--- src/rtl/regfile_wb_arbiter.sv ---
// Single write-port arbiter for the integer register file: in-order pipeline writeback
// versus buffered multi-cycle results, with a per-register pending scoreboard.
module regfile_wb_arbiter #(
    parameter int FIFO_DEPTH   = 4,
    parameter int STARVE_LIMIT = 8
) (
    input  logic        clk,
    input  logic        rst_n,
    input  logic        pipe_wb_en,
    input  logic [4:0]  pipe_wb_addr,
    input  logic [31:0] pipe_wb_data,
    input  logic        mc_issue,
    input  logic [4:0]  mc_issue_rd,
    input  logic        mc_valid,
    output logic        mc_ready,
    input  logic [4:0]  mc_addr,
    input  logic [31:0] mc_data,
    output logic        rf_en,
    output logic [4:0]  rf_wa,
    output logic [31:0] rf_wd,
    output logic        wb_stall,
    output logic [31:0] pending
);
    localparam int AW = (FIFO_DEPTH > 1) ? $clog2(FIFO_DEPTH) : 1;
    localparam int CW = $clog2(STARVE_LIMIT + 1);

    logic [4:0]    fifo_addr [FIFO_DEPTH];
    logic [31:0]   fifo_data [FIFO_DEPTH];
    logic [AW-1:0] wr_ptr, rd_ptr;
    logic [AW:0]   count;
    logic [CW-1:0] starve_cnt;
    logic [31:0]   pending_next;
    logic          empty, full, push, pop, grant_pipe, starve_hit;
    logic [4:0]    head_addr;
    logic [31:0]   head_data;

    assign empty      = (count == '0);
    assign full       = (count == (AW+1)'(FIFO_DEPTH));
    assign mc_ready   = !full;
    assign push       = mc_valid && !full;
    // The stall cycle exists to give the FIFO head the port, so it masks the pipeline.
    assign grant_pipe = !wb_stall && pipe_wb_en;
    assign pop        = !grant_pipe && !empty;
    assign head_addr  = fifo_addr[rd_ptr];
    assign head_data  = fifo_data[rd_ptr];
    assign starve_hit = !empty && !pop && (starve_cnt == CW'(STARVE_LIMIT - 1));

    always_ff @(posedge clk) begin
        if (push) begin
            fifo_addr[wr_ptr] <= mc_addr;
            fifo_data[wr_ptr] <= mc_data;
        end
    end

    always_ff @(posedge clk or negedge rst_n) begin
        if (!rst_n) begin
            wr_ptr <= '0;
            rd_ptr <= '0;
            count  <= '0;
        end else begin
            if (push) wr_ptr <= wr_ptr + AW'(1);
            if (pop)  rd_ptr <= rd_ptr + AW'(1);
            case ({push, pop})
                2'b10:   count <= count + (AW+1)'(1);
                2'b01:   count <= count - (AW+1)'(1);
                default: count <= count;
            endcase
        end
    end

    always_ff @(posedge clk or negedge rst_n) begin
        if (!rst_n) begin
            starve_cnt <= '0;
            wb_stall   <= 1'b0;
        end else begin
            wb_stall <= starve_hit;
            if (empty || pop || starve_hit) starve_cnt <= '0;
            else                             starve_cnt <= starve_cnt + CW'(1);
        end
    end

    // Set after clear so a same-cycle issue to the popped register stays pending.
    always_comb begin
        pending_next = pending;
        if (pop)      pending_next[head_addr]   = 1'b0;
        if (mc_issue) pending_next[mc_issue_rd] = 1'b1;
        pending_next[0] = 1'b0;
    end

    always_ff @(posedge clk or negedge rst_n) begin
        if (!rst_n) pending <= '0;
        else        pending <= pending_next;
    end

    always_ff @(posedge clk or negedge rst_n) begin
        if (!rst_n) begin
            rf_en <= 1'b0;
            rf_wa <= '0;
            rf_wd <= '0;
        end else if (grant_pipe) begin
            rf_en <= (pipe_wb_addr != 5'd0);
            rf_wa <= pipe_wb_addr;
            rf_wd <= pipe_wb_data;
        end else if (pop) begin
            rf_en <= (head_addr != 5'd0);
            rf_wa <= head_addr;
            rf_wd <= head_data;
        end else begin
            rf_en <= 1'b0;
        end
    end
endmodule

--- config.mk ---
export PLATFORM = sky130hd
export DESIGN_NAME = regfile_wb_arbiter
export DESIGN_NICKNAME = d
export VERILOG_FILES = /design/src/rtl/regfile_wb_arbiter.sv
export SDC_FILE = /design/constraint.sdc
export NUM_CORES = 1
export LEC_CHECK = 0
export ABC_AREA = 1
export BUFFER_PORTS_ARGS = -buffer_cell sky130_fd_sc_hd__clkbuf_2
export CORE_MARGIN = 2
export CORE_UTILIZATION = 56
export CTS_CLUSTER_DIAMETER = 40
export DETAILED_ROUTE_END_ITERATION = 10
export PLACE_DENSITY_LB_ADDON = 0.1
export SETUP_SLACK_MARGIN = 0.4
export SLEW_MARGIN = 20
export SYNTH_ARGS = -nofsm -noshare
export SYNTH_HDL_FRONTEND = slang
export SYNTH_SLANG_ARGS = --single-unit
--- constraint.sdc ---
create_clock -name clk -period 3.25 [get_ports clk]
set_input_delay 0.65 -clock clk [delete_from_list [all_inputs] [get_ports clk]]
set_output_delay 0.65 -clock clk [all_outputs]
set_load 0.01 [all_outputs]
After elaboration in Yosys (flattened, before gate mapping)
Memory sizes are Yosys's and may differ from the RTL's.
Index checks and enable logic that the tools add are counted.
Operators by class
  eq/ne operators: 4
  bitwise logic cells: 3
  reduce and logical (&&, ||, !) cells: 19
  mux-type cells: 16
  order comparisons: 4
  $add $sub $neg: 5
Operators with widths (number)
  32-bit two-way mux: 4
  32-bit AND: 1
  32-bit inverter: 1
  32-bit OR: 1
  5-bit by 6-bit less-than comparator with 1-bit output, second input constant: 2
  1-bit demux with 5-bit select: 2
  5-bit by 1-bit greater-or-equal comparator with 1-bit output, second input constant: 2
  5-bit two-way mux: 2
  5-bit nonzero test: 2
  1-bit logical AND: 7
  1-bit two-way mux: 6
  3-bit one-hot mux with 2 select lines: 1
  1-bit zero test: 5
  2-bit by 1-bit adder with 2-bit output, second input constant: 2
  4-bit by 1-bit adder with 4-bit output, second input constant: 1
  4-bit by 3-bit equality test with 1-bit output, second input constant: 1
  4-bit two-way mux: 1
  2-bit nonzero test: 2
  3-bit by 1-bit adder with 3-bit output, second input constant: 1
  3-bit equality test, second input constant: 1
  3-bit zero test: 1
  3-bit by 1-bit subtractor with 3-bit output, second input constant: 1
  2-bit by 1-bit equality test with 1-bit output, second input constant: 1
  2-bit equality test, second input constant: 1
  1-bit logical OR: 2
Word-level totals
  output and inout bits: 72
  memories kept: 2
  flip-flop bits (word level): 81
  word-level logic and storage cells: 62
  RAM bits: 148
Memory list
  fifo_data: words 4, bits a word 32, rd ports 1, clocked after Yosys merged registers in 0, wr ports 1, line 28  | logic [31:0] fifo_data [FIFO_DEPTH];
  fifo_addr: words 4, bits a word 5, rd ports 1, clocked after Yosys merged registers in 0, wr ports 1, line 27  | logic [4:0] fifo_addr [FIFO_DEPTH];

Logic depth before layout (Yosys ltp)
Gate-level depths: netlist (run 1).
An unclocked memory read counts as a cell.
  word-level depth: 10
  gate-level depth with buffers: 11
  mapped depth without buffers: 10

Worst setup path after synthesis (run 1)
OpenSTA, ideal clock, no wires.
  path type: input to register
  start point: input mc_valid
  end point: memory fifo_addr[0][0] (enable)
  arrival: 2394 ps
  library setup time: 431 ps
  required time: 2819 ps
  stages on the path: 2
  slack: 425 ps
  path buffers: 0
  path through: nand2_1 nor2_1
On the way
  cells in the longest elaborated chain, start to end: 3
Ends and longest elaborated chain
  from (decl): line 14  | input logic mc_valid,
  1-bit logical AND: line 40  | assign push = mc_valid && !full;
  1-bit two-way mux: line 49  | if (push) begin
  1-bit two-way mux (not written as such): line 50  | fifo_addr[wr_ptr] <= mc_addr;
  to (decl): line 27
No other way between the ends.

Worst setup path after layout (run 1)
  start point: register count[0]
  end point: register count[2]
On the way
  cells in the longest elaborated chain, start to end: 5
  elaborated cells between the ends (all ways): 12
Ends and longest elaborated chain
  from (decl): line 30  | logic [AW:0] count;
  from (signal assigned): line 64  | 2'b10: count <= count + (AW+1)'(1);
  from (signal assigned): line 65  | 2'b01: count <= count - (AW+1)'(1);
  from (signal assigned): line 66  | default: count <= count;
  3-bit equality test / 3-bit zero test (equally long branches): line 38, 37
  1-bit zero test (on tied branches): line 40, 43
  1-bit logical AND (on tied branches): line 40, 43
  2-bit by 1-bit equality test with 1-bit output / 2-bit equality test (equally long branches): line 63  | case ({push, pop})
  3-bit one-hot mux with 2 select lines / 2-bit nonzero test (equally long branches)
Several ways; a longest one is shown, not always the timed one.
A chain may end at the register's enable or synchronous reset.

==> key figures, run 1 <==
Synthesis
  • Share of the synthesized area in the top cell type: 47.15%
  • Synth Area in Simple Gates: 17.22%
  • Multiplexer area fraction after synthesis: 0%
  • Cells after Synth: 879
  • Largest family of logic cells by synthesized area: simple AND/OR/NAND/NOR gates
  • Post-synthesis adder-cell area fraction: 1.009%
  • Synthesized flop and latch total: 229
  • Post-synthesis compound-gate area fraction: 9.332%
  • Synth Area per Inst: 10.72 µm²
  • Syn. warnings: 0
  • Post-synthesis sequential area ratio: 68.66%
  • Syn_nets: 970
  • Synth cell types: 32
  • Largest cells by area after synthesis: edfxtp_1 (47%), dfrtp_1 (22%), nand2_1 (8.4%)
  • Largest area contributor in the netlist: edfxtp_1
  • XOR/XNOR Fraction of Synth Area: 0.5575%
  • Synthesized area: 9425 µm²

Route
  • Vias per inst: 5.347
  • Drt pass-1 iters: 5
  • Total wire length: 21,460 µm
  • Routed Antenna Nets: 0
  • Met2 routed WL: 10,040 µm
  • Residual DRC count: 0
  • Iteration-0 DRC Markers: 617
  • Wire length per cell: 16.63 µm
  • Met3 WL post-DR: 1695 µm
  • Vias: 6,897
  • Top layer in use: met4
  • M1 WL: 9434 µm

Placement
  • DPL Wire Length: 13,160 µm
  • Worst slack, placed: 0.9154 ns
  • Gpl congestion: 0.7938
  • IO Port Bufs: 154

Worst setup path
  • Slowest CP cell: dfrtp_1
  • Largest delay share family, worst path: simple AND/OR/NAND/NOR gates
  • CP Max Fanout: 8
  • Arrival time at the worst endpoint: 2.75 ns
  • Critical path endpoint category: flip-flop
  • WP buf/inv: 1
  • Worst-path cell chain: nor2_2 > nand2_1 > nand2_1 > ha_1 > inv_1 > fa_1 > a21oi_1 > o21ai_0 > xor2_1
  • Most Frequent Cell on Critical Path: nand2_1
  • CP Launch Type: flip-flop
  • Crit Path Class: reg2reg
  • Max stage delay on crit path: 0.41 ns
  • CP Data Required Time: 3.62 ns

Global routing
  • Total gr overflow: 0
  • Antenna violations before repair: 1
  • Global Route Usage Sum: 24.79%
  • Vias in the first global route: 6,698
  • Largest net degree at the start of global routing: 51
  • First-pass GRT wire length: 34,700 µm

Timing
  • Final period util: 73.10%
  • Final WS setup: 0.8741 ns
  • FMAX: 420.9 MHz
  • Min Hold Slack: 0.1488 ns
  • RSZ-0062 raised after global routing: false
  • Clock Skew: 0.01249 ns
  • Endpoints failing setup: 0
  • Slew margin rel.: 27.74%
  • Worst-Margin Slew: 1.083 ns
  • Sum Neg Setup Slack: 0 ns
  • Final Hold Fails: 0
  • Period minus WS final: 2.376 ns
  • Slew Viols, Final: 0

CTS
  • Clk slew on worst S/H paths: 0.06 ns
  • Post-CTS setup repair buffer count: 0
  • Clk buf depth: 3
  • Htree depth: 2
  • Hold-fix buffers, CTS: 0
  • Post-CTS sizing: 0
  • Clock Sinks: 229
  • Worst-skew pair later-pin latency: 0.50 ns
  • Root buffer cell: clkbuf_16
  • Num CTS Buffers: 35
  • CTS tree: done

Floorplan
  • IO Count: 156
  • Die height: 133.7 µm
  • Die W: 133.7 µm
  • CORE AREA: 16,520 µm²
  • Die Area: 17,890 µm²
  • Cell row count: 47
  • Initial Utilization: 57.04%

Final layout
  • Final #Nets: 1,135
  • Diodes inserted: 0
  • Layout cells sized above 1: 24.11%
  • Most common cell after layout, fill and taps aside: nand2_1
  • Most frequent cells in the layout: nand2_1 (210), clkbuf_2 (153), edfxtp_1 (148)
  • Area Growth Syn to Fin: 23.95%

Power
  • Leakage: 4.810 nW
  • Peak VDD IR: 592.5 µV
  • Tot Pwr: 11.64 mW
  • Pwr dens: 996.3 nW/µm²

Outcome
  • Status: finished clean

Min path
  • Min-Delay Path Class: in2async

Flow run
  • Max cap viols: 0
## cell families (layout without fill, tap and decap cells)
logic type | Yosys count | count (layout)
buffers and inverters | 65 | 256
other | 1 | 1
DFF | 229 | 229
AOI/OAI and AO/OA | 172 | 172
adders and majority gates | 7 | 7
xor gates and xnor gates | 6 | 6
and+or+nand+nor | 399 | 399
## state kept, by name (all words and copies together), names as in the netlist, 2 cells and up
name	cells
wr_ptr	2
pending	31
fifo_addr	20
starve_cnt	4
rd_ptr	2
rf_wd	32
rf_wa	5
fifo_data	128
count	3
## per-layer routing
metal,up-vias,track usage [%]
met5,-,0
met3,24,5.403
li1,3308,-
met2,261,38.49
met1,3304,35.72
met4,0,7.151
## where the power goes
| part | switching, mW | leakage (nW) | internal, mW | total [mW] |
|---|---|---|---|---|
| sequential | 0.445 | 2.32 | 3.99 | 4.44 |
| combinational | 2.25 | 1.91 | 1.10 | 3.34 |
| clock | 1.36 | 0.586 | 2.50 | 3.86 |
## final timing paths
| kind | from | to | slack (ns) | depth (start not counted) |
|---|---|---|---|---|
| worst max-delay path | count[0]$_DFFE_PN0P_ | count[2]$_DFFE_PN0P_ | 0.87 | 9 |
| worst min-delay path | rst_n | rf_wd[10]$_DFFE_PN0P_ | 0.15 | 1 |
| worst max register to register | count[0]$_DFFE_PN0P_ | count[2]$_DFFE_PN0P_ | 0.87 | 9 |
| worst min register to register | pending[16]$_DFF_PN0_ | pending[16]$_DFF_PN0_ | 0.47 | 2 |
| max in group asynchronous | rst_n | pending[6]$_DFF_PN0_ | 2.40 | 2 |
| min in group clk | mc_addr[4] | fifo_addr[2][4]$_DFFE_PP_ | 0.37 | 1 |
## synthesized netlist by cell type
master	count
nand2_1	210
edfxtp_1	148
nor2_1	145
o21ai_0	123
dfrtp_1	81
o21ai_1	40
inv_1	21
clkbuf_1	18
nand3_1	15
buf_2	14
nor3_1	9
nor2_2	7
nor2_4	7
ha_1	6
buf_4	5
xor2_1	4
inv_2	3
o211ai_1	3
a21oi_1	2
a22oi_1	2
buf_6	2
inv_4	2
nand2_2	2
xnor2_1	2
a21oi_2	1
conb_1	1
fa_1	1
nand2_4	1
nand3_2	1
nand3b_1	1
nor4_1	1
o21a_1	1
## area by class of cell
type | count | area (µm²)
Clock buffer | 38 | 929.6
Sequential cell | 229 | 6472
Inverter | 26 | 102.6
Multi-Input combinational cell | 585 | 2696
Clock inverter | 25 | 297.8
Fill cell | 1226 | 4842
Tap cell | 220 | 275.3
Timing Repair Buffer | 167 | 908.4
## metrics by stage
stage | cells | util, % | instance area (µm²)
3_5_place_dp | 1227 | 63.27 | 10460
2_1_floorplan | 879 | - | 9425
4_1_cts | 1290 | 70.70 | 11680
6_report | 1290 | 70.70 | 11680
3_3_place_gp | 1227 | 63.27 | 10460
5_1_grt | 1290 | 70.70 | 11680
Note: power is estimated with default switching activity, not from simulation.
==> run 2: changes to the inputs <==
CORE_UTILIZATION = 51   (was 56)
clock period = 2 ns   (was 3.25 ns; I/O delays follow)
==> run 2 against run 1 <==
Combinational power is 95% higher; clock skew up 0.0047 ns; via count fell by 0.33%; utilization is 3.3 points lower; global-route usage down 2.5 points; setup slack lost 0.55 ns; die area is 9.5% higher; cell count increased by 3.0%; non-clock buffer count grew 30; critical path type unchanged.
==> key figures, run 2 (synthesis gave the netlist of run 1 again) <==
Worst setup path
  • Max stage delay on crit path: 0.42 ns
  • Largest delay share family, worst path: adder cells
  • CP Launch Type: flip-flop
  • R2R cell count: 9
  • WP buf/inv: 1
  • CP Data Required Time: 2.36 ns
  • Arrival time at the worst endpoint: 2.05 ns
  • Worst-path cell chain: nor2_4 > nand2_2 > nand2_4 > ha_4 > inv_4 > fa_2 > a21oi_2 > o21ai_1 > xor2_1
  • R2r startpoint: count[1]$_DFFE_PN0P_
  • Critical path endpoint category: flip-flop
  • RR Endpoint: count[2]$_DFFE_PN0P_
  • CP Max Fanout: 3
  • Slowest CP cell: dfrtp_1
  • Crit Path Class: reg2reg
  • R2r setup slk: 0.32 ns

Final layout
  • Final Instance Count excl. Fillers: 1,329
  • Area Growth Syn to Fin: 28.85%
  • Max reg flops: 128
  • Diodes inserted: 0
  • Final #Nets: 1,166
  • Most flops, register: fifo_data
  • Final std cell area, no fill: 12,140 µm²
  • Most common cell after layout, fill and taps aside: nand2_1
  • Top flop regs: fifo_data x128, rf_wd x32, pending x31
  • Most frequent cells in the layout: nand2_1 (197), clkbuf_2 (153), edfxtp_1 (148)
  • Layout cells sized above 1: 27.73%
  • Post-layout util: 67.37%

Route
  • Drt pass-1 iters: 7
  • Vias per inst: 5.172
  • Wire length per cell: 16.46 µm
  • Residual DRC count: 0
  • Total wire length: 21,880 µm
  • Iteration-0 DRC Markers: 442
  • Routed Antenna Nets: 0
  • Vias: 6,874

Power
  • Pwr dens: 1599 nW/µm²
  • Tot Pwr: 19.42 mW
  • Peak VDD IR: 973.8 µV
  • Leakage: 5.018 nW

Placement
  • Worst slack, placed: 0.1715 ns
  • Post-Place Cells: 1,248
  • IO Port Bufs: 154
  • Post-DP Area: 10,630 µm²
  • Gpl congestion: 0.7530
  • DPL Wire Length: 13,130 µm

Floorplan
  • Die W: 139.9 µm
  • Initial Utilization: 52.29%
  • Cell row count: 49
  • CORE AREA: 18,020 µm²
  • Die height: 139.9 µm
  • IO Count: 156
  • Die Area: 19,580 µm²

Flow run
  • Max cap viols: 0

CTS
  • Num CTS Buffers: 34
  • Clk buf depth: 3
  • Clk slew on worst S/H paths: 0.06 ns
  • Clock Sinks: 229
  • CTS tree: done
  • Htree depth: 2
  • Worst-skew pair later-pin latency: 0.49 ns
  • Root buffer cell: clkbuf_16

Global routing
  • Total gr overflow: 0
  • Global Route Usage Sum: 22.28%
  • Largest net degree at the start of global routing: 54
  • First-pass GRT wire length: 34,650 µm
  • Antenna violations before repair: 0
  • Vias in the first global route: 6,659

Timing
  • Endpoints failing setup: 0
  • RSZ-0062 raised after global routing: true
  • Sum Neg Setup Slack: 0 ns
  • Slew Viols, Final: 0
  • Final period util: 84.02%
  • Worst-Margin Slew: 0.7066 ns
  • Min Hold Slack: 0.1183 ns
  • Clock Skew: 0.01715 ns
  • Period minus WS final: 1.680 ns
  • FMAX: 595.1 MHz
  • Slew margin rel.: 52.72%
  • Final Hold Fails: 0
  • Final WS setup: 0.3196 ns

Min path
  • Min-Delay Path Class: in2reg
  • Hold Path Origin: mc_data[2]
  • Hold Path End: fifo_data[3][2]$_DFFE_PP_
  • Hold path cells: 1

Outcome
  • Status: finished clean
-- run 2: changes by cell type in the layout (fill, tap and decap cells not counted), sizes merged --
cell / delta
buf: +28
clkbuf: +13
inv: -6
clkinvlp: -4
bufinv: -3
clkinv: +1
dlygate4sd3: +1
-- run 2: worst reg2reg max path, cell delays in order (launching register included) --
cell     delay, ns
dfrtp_1       0.42
nor2_4        0.14
nand2_2       0.08
nand2_4       0.09
ha_4          0.13
inv_4         0.03
fa_2          0.34
a21oi_2       0.12
o21ai_1       0.08
xor2_1        0.14
-- run 2: layout make-up --
| type | instances | area [µm²] |
|---|---|---|
| Multi-Input combinational cell | 585 | 2848 |
| Timing Repair Buffer | 197 | 1275 |
| Clock buffer | 50 | 1025 |
| Timing Repair inverter | 2 | 10.01 |
| Clock inverter | 11 | 111.4 |
| Inverter | 26 | 115.1 |
| Sequential cell | 229 | 6474 |
| Fill cell | 1396 | 5881 |
| Tap cell | 229 | 286.5 |
-- run 2: where the power goes --
group          internal (mW)  leakage [nW]  switching [mW]
logic                   2.46          2.15            4.07
clock network           3.79         0.553            1.97
registers               6.49          2.32           0.643
total                   12.7          5.02            6.68
-- run 2: worst max path at each step --
stage | from | slack, ns | depth (start not counted) | end
floorplan | count[1]$_DFFE_PN0P_ | 0.21 | 9 | count[2]$_DFFE_PN0P_
global placement | pipe_wb_en | 0.20 | 10 | count[2]$_DFFE_PN0P_
detailed placement | pipe_wb_en | 0.17 | 10 | count[2]$_DFFE_PN0P_
CTS | count[0]$_DFFE_PN0P_ | 0.32 | 9 | count[2]$_DFFE_PN0P_
global route | count[1]$_DFFE_PN0P_ | 0.23 | 9 | count[2]$_DFFE_PN0P_
finish | count[1]$_DFFE_PN0P_ | 0.32 | 9 | count[2]$_DFFE_PN0P_
-- run 2: per-layer routing --
| metal | GRT usage (%) | share of wire, % | up-vias |
|---|---|---|---|
| met5 | 0 | 0 | - |
| met4 | 6.105 | 1.3 | 0 |
| met3 | 4.342 | 5.5 | 22 |
| met2 | 36.69 | 48 | 179 |
| met1 | 30.68 | 45 | 3299 |
| li1 | - | - | 3374 |
-- run 2: what timing repair did --
action / 4_1_cts / 5_1_grt
gates resized for setup: 9 / 48
buffers inserted: 5 / 10
pin swaps: 4 / 15
cloned: 2 / 2
setup endpoints to repair: 75 / 75
hold buffers: 1 / 0
hold endpoints to repair: 28 / 0
